File: src/rtl/asi_arb.sv
// Memory-port arbiter between the AXI slave write and read paths: burst-long grants,
// static priority with starvation escape, and an optional turnaround gap on owner change.
module asi_arb #(
  parameter int ASI_ARB    = 0,
  parameter int ARB_STARVE = 4,
  parameter int ARB_TURN   = 1,
  parameter int ARB_CW     = $clog2(ARB_STARVE + 2)
) (
  input  logic usr_clk,
  input  logic usr_reset_n,
  input  logic usr_wrequest,
  input  logic usr_we,
  input  logic usr_wlast,
  output logic usr_wgrant,
  input  logic usr_rrequest,
  input  logic usr_re,
  input  logic usr_rlast,
  output logic usr_rgrant,
  output logic arb_busy,
  output logic arb_owner
);

  localparam int TW = (ARB_TURN > 1) ? $clog2(ARB_TURN) : 1;
  localparam logic HP_RD = (ASI_ARB != 0);
  localparam logic [ARB_CW-1:0] STARVE_MAX = ARB_CW'(ARB_STARVE);
  localparam logic [TW-1:0] TURN_LOAD = (ARB_TURN > 0) ? TW'(ARB_TURN - 1) : '0;

  typedef enum logic [1:0] {
    ST_IDLE,
    ST_TURN,
    ST_WGNT,
    ST_RGNT
  } state_e;

  state_e            state_q;
  logic [ARB_CW-1:0] starve_cc_q;
  logic [TW-1:0]     turn_cc_q;
  logic              owner_q;
  logic              pend_q;
  logic              started_q;

  logic any_req;
  logic both_req;
  logic force_low;
  logic win_rd;

  // Starvation escape flips the static winner only when both sides compete.
  always_comb begin
    any_req   = usr_wrequest | usr_rrequest;
    both_req  = usr_wrequest & usr_rrequest;
    force_low = (ARB_STARVE != 0) && (starve_cc_q == STARVE_MAX);
    win_rd    = both_req ? (HP_RD ^ force_low) : usr_rrequest;
  end

  always_ff @(posedge usr_clk or negedge usr_reset_n) begin
    if (!usr_reset_n) begin
      state_q     <= ST_IDLE;
      starve_cc_q <= '0;
      turn_cc_q   <= '0;
      owner_q     <= 1'b0;
      pend_q      <= 1'b0;
      started_q   <= 1'b0;
    end else begin
      case (state_q)
        ST_IDLE: begin
          if (any_req) begin
            if (win_rd != HP_RD) begin
              starve_cc_q <= '0;
            end else if (both_req && (starve_cc_q != STARVE_MAX)) begin
              starve_cc_q <= starve_cc_q + 1'b1;
            end
            if ((win_rd == owner_q) || (ARB_TURN == 0)) begin
              state_q   <= win_rd ? ST_RGNT : ST_WGNT;
              owner_q   <= win_rd;
              started_q <= 1'b0;
            end else begin
              state_q   <= ST_TURN;
              turn_cc_q <= TURN_LOAD;
              pend_q    <= win_rd;
            end
          end
        end
        // The pending winner is committed; requests are not looked at again here.
        ST_TURN: begin
          if (turn_cc_q == '0) begin
            state_q   <= pend_q ? ST_RGNT : ST_WGNT;
            owner_q   <= pend_q;
            started_q <= 1'b0;
          end else begin
            turn_cc_q <= turn_cc_q - 1'b1;
          end
        end
        ST_WGNT: begin
          if (usr_we && usr_wlast) begin
            state_q <= ST_IDLE;
          end else if (!started_q && !usr_wrequest && !usr_we) begin
            state_q <= ST_IDLE;
          end else if (usr_we) begin
            started_q <= 1'b1;
          end
        end
        ST_RGNT: begin
          if (usr_re && usr_rlast) begin
            state_q <= ST_IDLE;
          end else if (!started_q && !usr_rrequest && !usr_re) begin
            state_q <= ST_IDLE;
          end else if (usr_re) begin
            started_q <= 1'b1;
          end
        end
        default: state_q <= ST_IDLE;
      endcase
    end
  end

  assign usr_wgrant = (state_q == ST_WGNT);
  assign usr_rgrant = (state_q == ST_RGNT);
  assign arb_busy   = usr_wgrant | usr_rgrant;
  assign arb_owner  = owner_q;

endmodule

File: config.mk
export PLATFORM = sky130hd
export DESIGN_NAME = asi_arb
export DESIGN_NICKNAME = d
export VERILOG_FILES = /design/src/rtl/asi_arb.sv
export SDC_FILE = /design/constraint.sdc
export NUM_CORES = 1
export LEC_CHECK = 0
export BUFFER_PORTS_ARGS = -buffer_cell sky130_fd_sc_hd__buf_4
export CORE_AREA = 4 4 41 43
export CTS_BUF_LIST = sky130_fd_sc_hd__clkbuf_16
export CTS_CLUSTER_SIZE = 16
export DETAILED_ROUTE_END_ITERATION = 16
export DIE_AREA = 0 0 45 47
export PLACE_DENSITY = 0.65
export REMOVE_ABC_BUFFERS = 1
export SYNTH_ARGS = -nofsm -noshare
export SYNTH_HDL_FRONTEND = slang
export SYNTH_SLANG_ARGS = --single-unit
export TNS_END_PERCENT = 100
File: constraint.sdc
create_clock -name usr_clk -period 2.91 [get_ports usr_clk]
set_clock_uncertainty 0.05 [all_clocks]
set_input_delay 0.1455 -clock usr_clk [delete_from_list [all_inputs] [get_ports usr_clk]]
set_output_delay 0.1455 -clock usr_clk [all_outputs]
set_load 0.01 [all_outputs]
Word-level counts from Yosys, hierarchy flattened
Cells that the tools add are included.
W data, S select, Z words.
{"block": "classes", "add_sub_neg": 2, "mul": 0, "div_mod_pow": 0, "magnitude_cmp": 0, "eq_ne": 18, "shifts": 0, "n_mux": 31, "n_bitwise": 4, "n_reduce_logical": 21}
{"operator": "$ne A2 B2 Y1 const B", "count": 10}
{"operator": "$mux W1", "count": 18}
{"operator": "$mux W2", "count": 7}
{"operator": "$reduce_and A3 Y1", "count": 3}
{"operator": "$reduce_and A9 Y1", "count": 1}
{"operator": "$pmux W2 S4", "count": 1}
{"operator": "$reduce_and A4 Y1", "count": 2}
{"operator": "$logic_and A1 B1 Y1", "count": 7}
{"operator": "$mux W3", "count": 2}
{"operator": "$ne A3 B1 Y1 const B", "count": 2}
{"operator": "$logic_not A1 Y1", "count": 5}
{"operator": "$eq A2 B2 Y1 const B", "count": 2}
{"operator": "$pmux W1 S2", "count": 2}
{"operator": "$pmux W1 S4", "count": 1}
{"operator": "$reduce_bool A2 Y1", "count": 2}
{"operator": "$add A3 B1 Y3 const B", "count": 1}
{"operator": "$eq A3 B3 Y1 const B", "count": 1}
{"operator": "$ne A3 B3 Y1 const B", "count": 1}
{"operator": "$eq A2 B1 Y1 const B", "count": 1}
{"operator": "$logic_not A2 Y1", "count": 1}
{"operator": "$or A1 B1 Y1", "count": 2}
{"operator": "$and A1 B1 Y1", "count": 1}
{"operator": "$eq A1 B1 Y1", "count": 1}
{"operator": "$not A1 Y1", "count": 1}
{"operator": "$sub A1 B1 Y1 const B", "count": 1}
{"block": "totals", "ff_bits": 9, "latchBits": 0, "ram_bits": 0, "rom_bits": 0, "output_inout_bits": 4, "elab_cells": 82, "n_memories": 0}

Depth between registers and ports, before layout
{"block": "depth", "ltp_word": 6, "depth_mapped": 9, "ltp_nobuf": 9}

Worst setup path before layout
OpenSTA, ideal clock, no wires.
{"block": "synth_timing", "path_kind": "reg-to-reg", "from": "register starve_cc_q[0]", "to": "register owner_q, in the netlist arb_owner", "arrival_time_ns": 1.835, "required_time_ns": 2.734, "slack_ns": 0.899, "stages_incl_launch_ff": 10, "path_buffers": 0, "path_cell_list": "dfrtp_1 > inv_1 > ha_1 > a21bo_1 > and2_4 > inv_1 > ha_1 > o21ba_2 > o21bai_1 > a221o_1"}
{"block": "synth_via", "elab_chain_cells": 5}
{"element": "from (decl)", "line_no": "36", "rtl": "logic [ARB_CW-1:0] starve_cc_q;"}
{"element": "from (signal assigned)", "line_no": "70", "rtl": "starve_cc_q <= starve_cc_q + 1'b1;"}
{"element": "$eq A3 B3 Y1 *", "line_no": "51", "rtl": "force_low = (ARB_STARVE != 0) && (starve_cc_q == STARVE_MAX);"}
{"element": "$mux W1 *", "line_no": "52", "rtl": "win_rd = both_req ? (HP_RD ^ force_low) : usr_rrequest;"}
{"element": "$eq A1 B1 Y1 / $mux W1 (equally long branches)", "line_no": "72", "rtl": "if ((win_rd == owner_q) || (ARB_TURN == 0)) begin"}
{"element": "$ne A2 B2 Y1 (no line) / $mux W1 (equally long branches)"}
{"element": "$reduce_and A4 Y1 (no line) / $pmux W1 S2 (equally long branches)"}
{"element": "to (signal assigned)", "line_no": "74", "rtl": "owner_q <= win_rd;"}
{"element": "to (signal assigned)", "line_no": "87", "rtl": "owner_q <= pend_q;"}
{"element": "to (decl)", "line_no": "38", "rtl": "logic owner_q;"}
Mark *: on every way between the ends. The rest lies on a longest branch, timed or not. The select of a mux whose other input is x is not followed.
A chain may end at the register's enable or synchronous reset.

Worst setup path after layout
{"block": "layout_timing", "from": "register starve_cc_q[1]", "to": "register owner_q, in the netlist arb_owner"}
The elaborated chain is that of the path after synthesis.

==> impl_metrics.env <==
export IMPL_status="finished, final reports clean"
export IMPL_path_clk_slew_ns=0.04
export IMPL_switching_share_pct=31.1
export IMPL_ios=12
export IMPL_rsz0062_at_grt="no"
export IMPL_crit_arrival_ns=2.17
export IMPL_ys_warn_count=0
export IMPL_internal_power_uw=473
export IMPL_die_area_sq_mm=0.00212
export IMPL_yosysSeqAreaShare_pct=39.1
export IMPL_post_cts_setup_buffers=0
export IMPL_worst_path_buf_inv=2
export IMPL_cts_tree="built"
export IMPL_routed_wirelength_um=1000
export IMPL_power_frac_comb_pct=34.8
export IMPL_path_class="register to register"
export IMPL_fin_util_pct=52.1
export IMPL_syn_inst=54
export IMPL_final_area_sq_um=678
export IMPL_routedWlPerCell_um=12.3
export IMPL_drc=0
export IMPL_initial_core_util_pct=39.3
export IMPL_syn2layout_area_growth_pct=32.5
export IMPL_grt_overflow_total=0
export IMPL_die_h_um=47
export IMPL_max_stage_delay_ns=0.37
export IMPL_clock_sinks=8
export IMPL_syn_area_sq_um=512
export IMPL_antenna_cells=0
export IMPL_antenna_found_initial=0
export IMPL_power_switching_uw=213
export IMPL_fin_crit_sh_pct=72.6
export IMPL_cellPowerDensity_mw_per_mm2=1010
export IMPL_avgSynthCellArea_sq_um=9.48
export IMPL_hold_viol=0
export IMPL_place_hpwl_um=779
export IMPL_cp_cell_sequence="inv_1 > ha_1 > a21bo_1 > and2_4 > inv_1 > ha_1 > o21ba_2 > o21bai_1 > a221o_1"
export IMPL_max_slew_margin_pct=69.5
export IMPL_insertion_delay_ns=0.23
export IMPL_root_buffer="clkbuf_16"
export IMPL_fin_crit_ns=2.11
export IMPL_core_area_sq_mm=0.00130
export IMPL_ctsResizeCount=0
export IMPL_cts_hold_buffers_added=1
export IMPL_placed_cell_area_sq_um=593
export IMPL_grt_use_total_pct=11.2
export IMPL_grt_pass1_vias=404
export IMPL_slew_violations=0
export IMPL_worst_path_max_delay_cell="dfrtp_1"
export IMPL_ant_nets=0
export IMPL_fillers=136
export IMPL_yosys_top_cells_area="dfrtp_1, ha_1, o21ai_0"
export IMPL_cp_start_kind="register"
export IMPL_fin_nets=79
export IMPL_worst_pin_slew_ns=0.452
export IMPL_synth_top_area_cell="dfrtp_1"
export IMPL_maxCapViolCount=0
export IMPL_tns_ns=0
export IMPL_place_gp_congestion=0.697
export IMPL_critical_path_top_delay_family="compound AO/OA/AOI/OAI gates"
export IMPL_numCtsBuffers=3
export IMPL_routed_via_count=434
export IMPL_vias_per_cell=5.36
export IMPL_die_w_um=45
export IMPL_pwr_share_clk_pct=33.3
export IMPL_synthDistinctLibCells=28
export IMPL_grt_pass1_wl_um=1660
export IMPL_p_seq_share_pct=31.9
export IMPL_hold_class="input pin to register"
export IMPL_ys_ff_latch=8
export IMPL_drt_pass1_iter_count=4
export IMPL_fmax_mhz=474
export IMPL_clk_path_buf_depth=2
export IMPL_leakagePower_nw=0.320
export IMPL_htreeDepth=1
export IMPL_layout_drive_gt1_share_pct=27.3
export IMPL_yosysTopAreaCellShare_pct=39.1
export IMPL_ir_worst_vdd_mv=0.491
export IMPL_port_buffers=11
export IMPL_grt_max_degree=12
export IMPL_cp_data_required_time_ns=2.97
export IMPL_crit_path_end_kind="register"
export IMPL_rows=13
export IMPL_critPathMaxFanout=3
export IMPL_finalSetupViolCount=0
export IMPL_whs_ns=0.149
export IMPL_initialDrtViolationCount=13
## stage by stage
stage / setup WS, ns / std cells / power, mW
after floorplan: 0.895 / 51 / 0.372
after global placement: 0.821 / 77 / 0.458
after detailed placement: 0.794 / 77 / 0.461
after CTS: 0.786 / 81 / 0.694
after global routing: 0.703 / 81 / 0.736
final: 0.798 / 81 / 0.687
## state kept, by name (all words and copies together) (netlist names)
register	flops
arb_owner	1
starve_cc_q	3
state_q	2
pend_q	1
started_q	1
## cell type report
type | instances | area [sq um] | area share, %
clock buffer | 3 | 75.1 | 11.1
multi-input combinational | 39 | 277 | 40.8
sequential | 8 | 200 | 29.5
timing repair buffer | 12 | 92.6 | 13.7
inverter | 4 | 15.0 | 2.21
tap | 15 | 18.8 | 2.77
## final timing paths
kind | from | to | slack (ns) | cells past startpoint
worst min-delay path | usr_wrequest | starve_cc_q[2]$_DFFE_PN0P_ | 0.15 | 3
max in group asynchronous | usr_reset_n | started_q$_DFFE_PN0P_ | 2.46 | 2
min in group asynchronous | usr_reset_n | starve_cc_q[1]$_DFFE_PN0P_ | 0.22 | 2
worst max-delay path | starve_cc_q[1]$_DFFE_PN0P_ | arb_owner$_DFFE_PN0P_ | 0.80 | 9
worst min register to register | starve_cc_q[2]$_DFFE_PN0P_ | starve_cc_q[2]$_DFFE_PN0P_ | 0.43 | 1
worst max register to register | starve_cc_q[1]$_DFFE_PN0P_ | arb_owner$_DFFE_PN0P_ | 0.80 | 9
## layout by cell type, fill, tap and decap left out, types with 2 or more instances in the layout
master / Yosys / layout
ha_1: 3 / 3
o311ai_0: 2 / 2
nor2_1: 5 / 5
clkbuf_16: 0 / 3
a22o_1: 2 / 2
nand2_1: 4 / 4
nor2b_1: 2 / 2
inv_1: 4 / 4
dfrtp_1: 8 / 8
buf_4: 0 / 11
o21ai_0: 4 / 4
nand2b_1: 2 / 2
## cells in the mapped netlist, drive strengths merged
library cell / n
a21bo: 1
a221o: 1
a22o: 2
a22oi: 1
and2: 2
buf: 2
clkbuf: 1
dfrtp: 8
ha: 3
inv: 4
mux2: 1
nand2: 4
nand2b: 2
nand3: 1
nor2: 5
nor2b: 2
nor3: 1
nor3b: 1
o21ai: 4
o21ba: 1
o21bai: 1
o311ai: 2
o31a: 1
o31ai: 1
or3b: 2
## tightest hold or removal path, stage by stage
cell     delay [ns]
buf_4          0.13
nand2_1        0.05
o31ai_1        0.05
## power groups by stage
| stage | clock (mW) | sequential [mW] | combinational, mW |
|---|---|---|---|
| 2_1_floorplan | 0 | 0.209 | 0.163 |
| 3_3_place_gp | 0 | 0.219 | 0.240 |
| 3_5_place_dp | 0 | 0.221 | 0.240 |
| 4_1_cts | 0.232 | 0.219 | 0.243 |
| 5_1_grt | 0.238 | 0.226 | 0.272 |
| 6_report | 0.229 | 0.219 | 0.239 |
## per-layer routing
layer | up-vias | global-route usage, % | share of wire (%)
li1 | 215 | - | -
met1 | 203 | 13.3 | 46
met2 | 12 | 18.1 | 45
met3 | 4 | 1.53 | 6.7
met4 | 0 | 8.77 | 2.6
met5 | - | 0 | 0
## cell families (layout without fill, tap and decap cells)
family | count (synthesis) | after routing | synth area share (%)
and+or+nand+nor | 20 | 20 | 21.8
AOI/OAI and AO/OA | 15 | 15 | 22.7
DFF | 8 | 8 | 39.1
buffers and inverters | 7 | 19 | 6.84
adders and majority gates | 3 | 3 | 7.34
muxes | 1 | 1 | 2.20
Power figures use the tool's default switching activity.
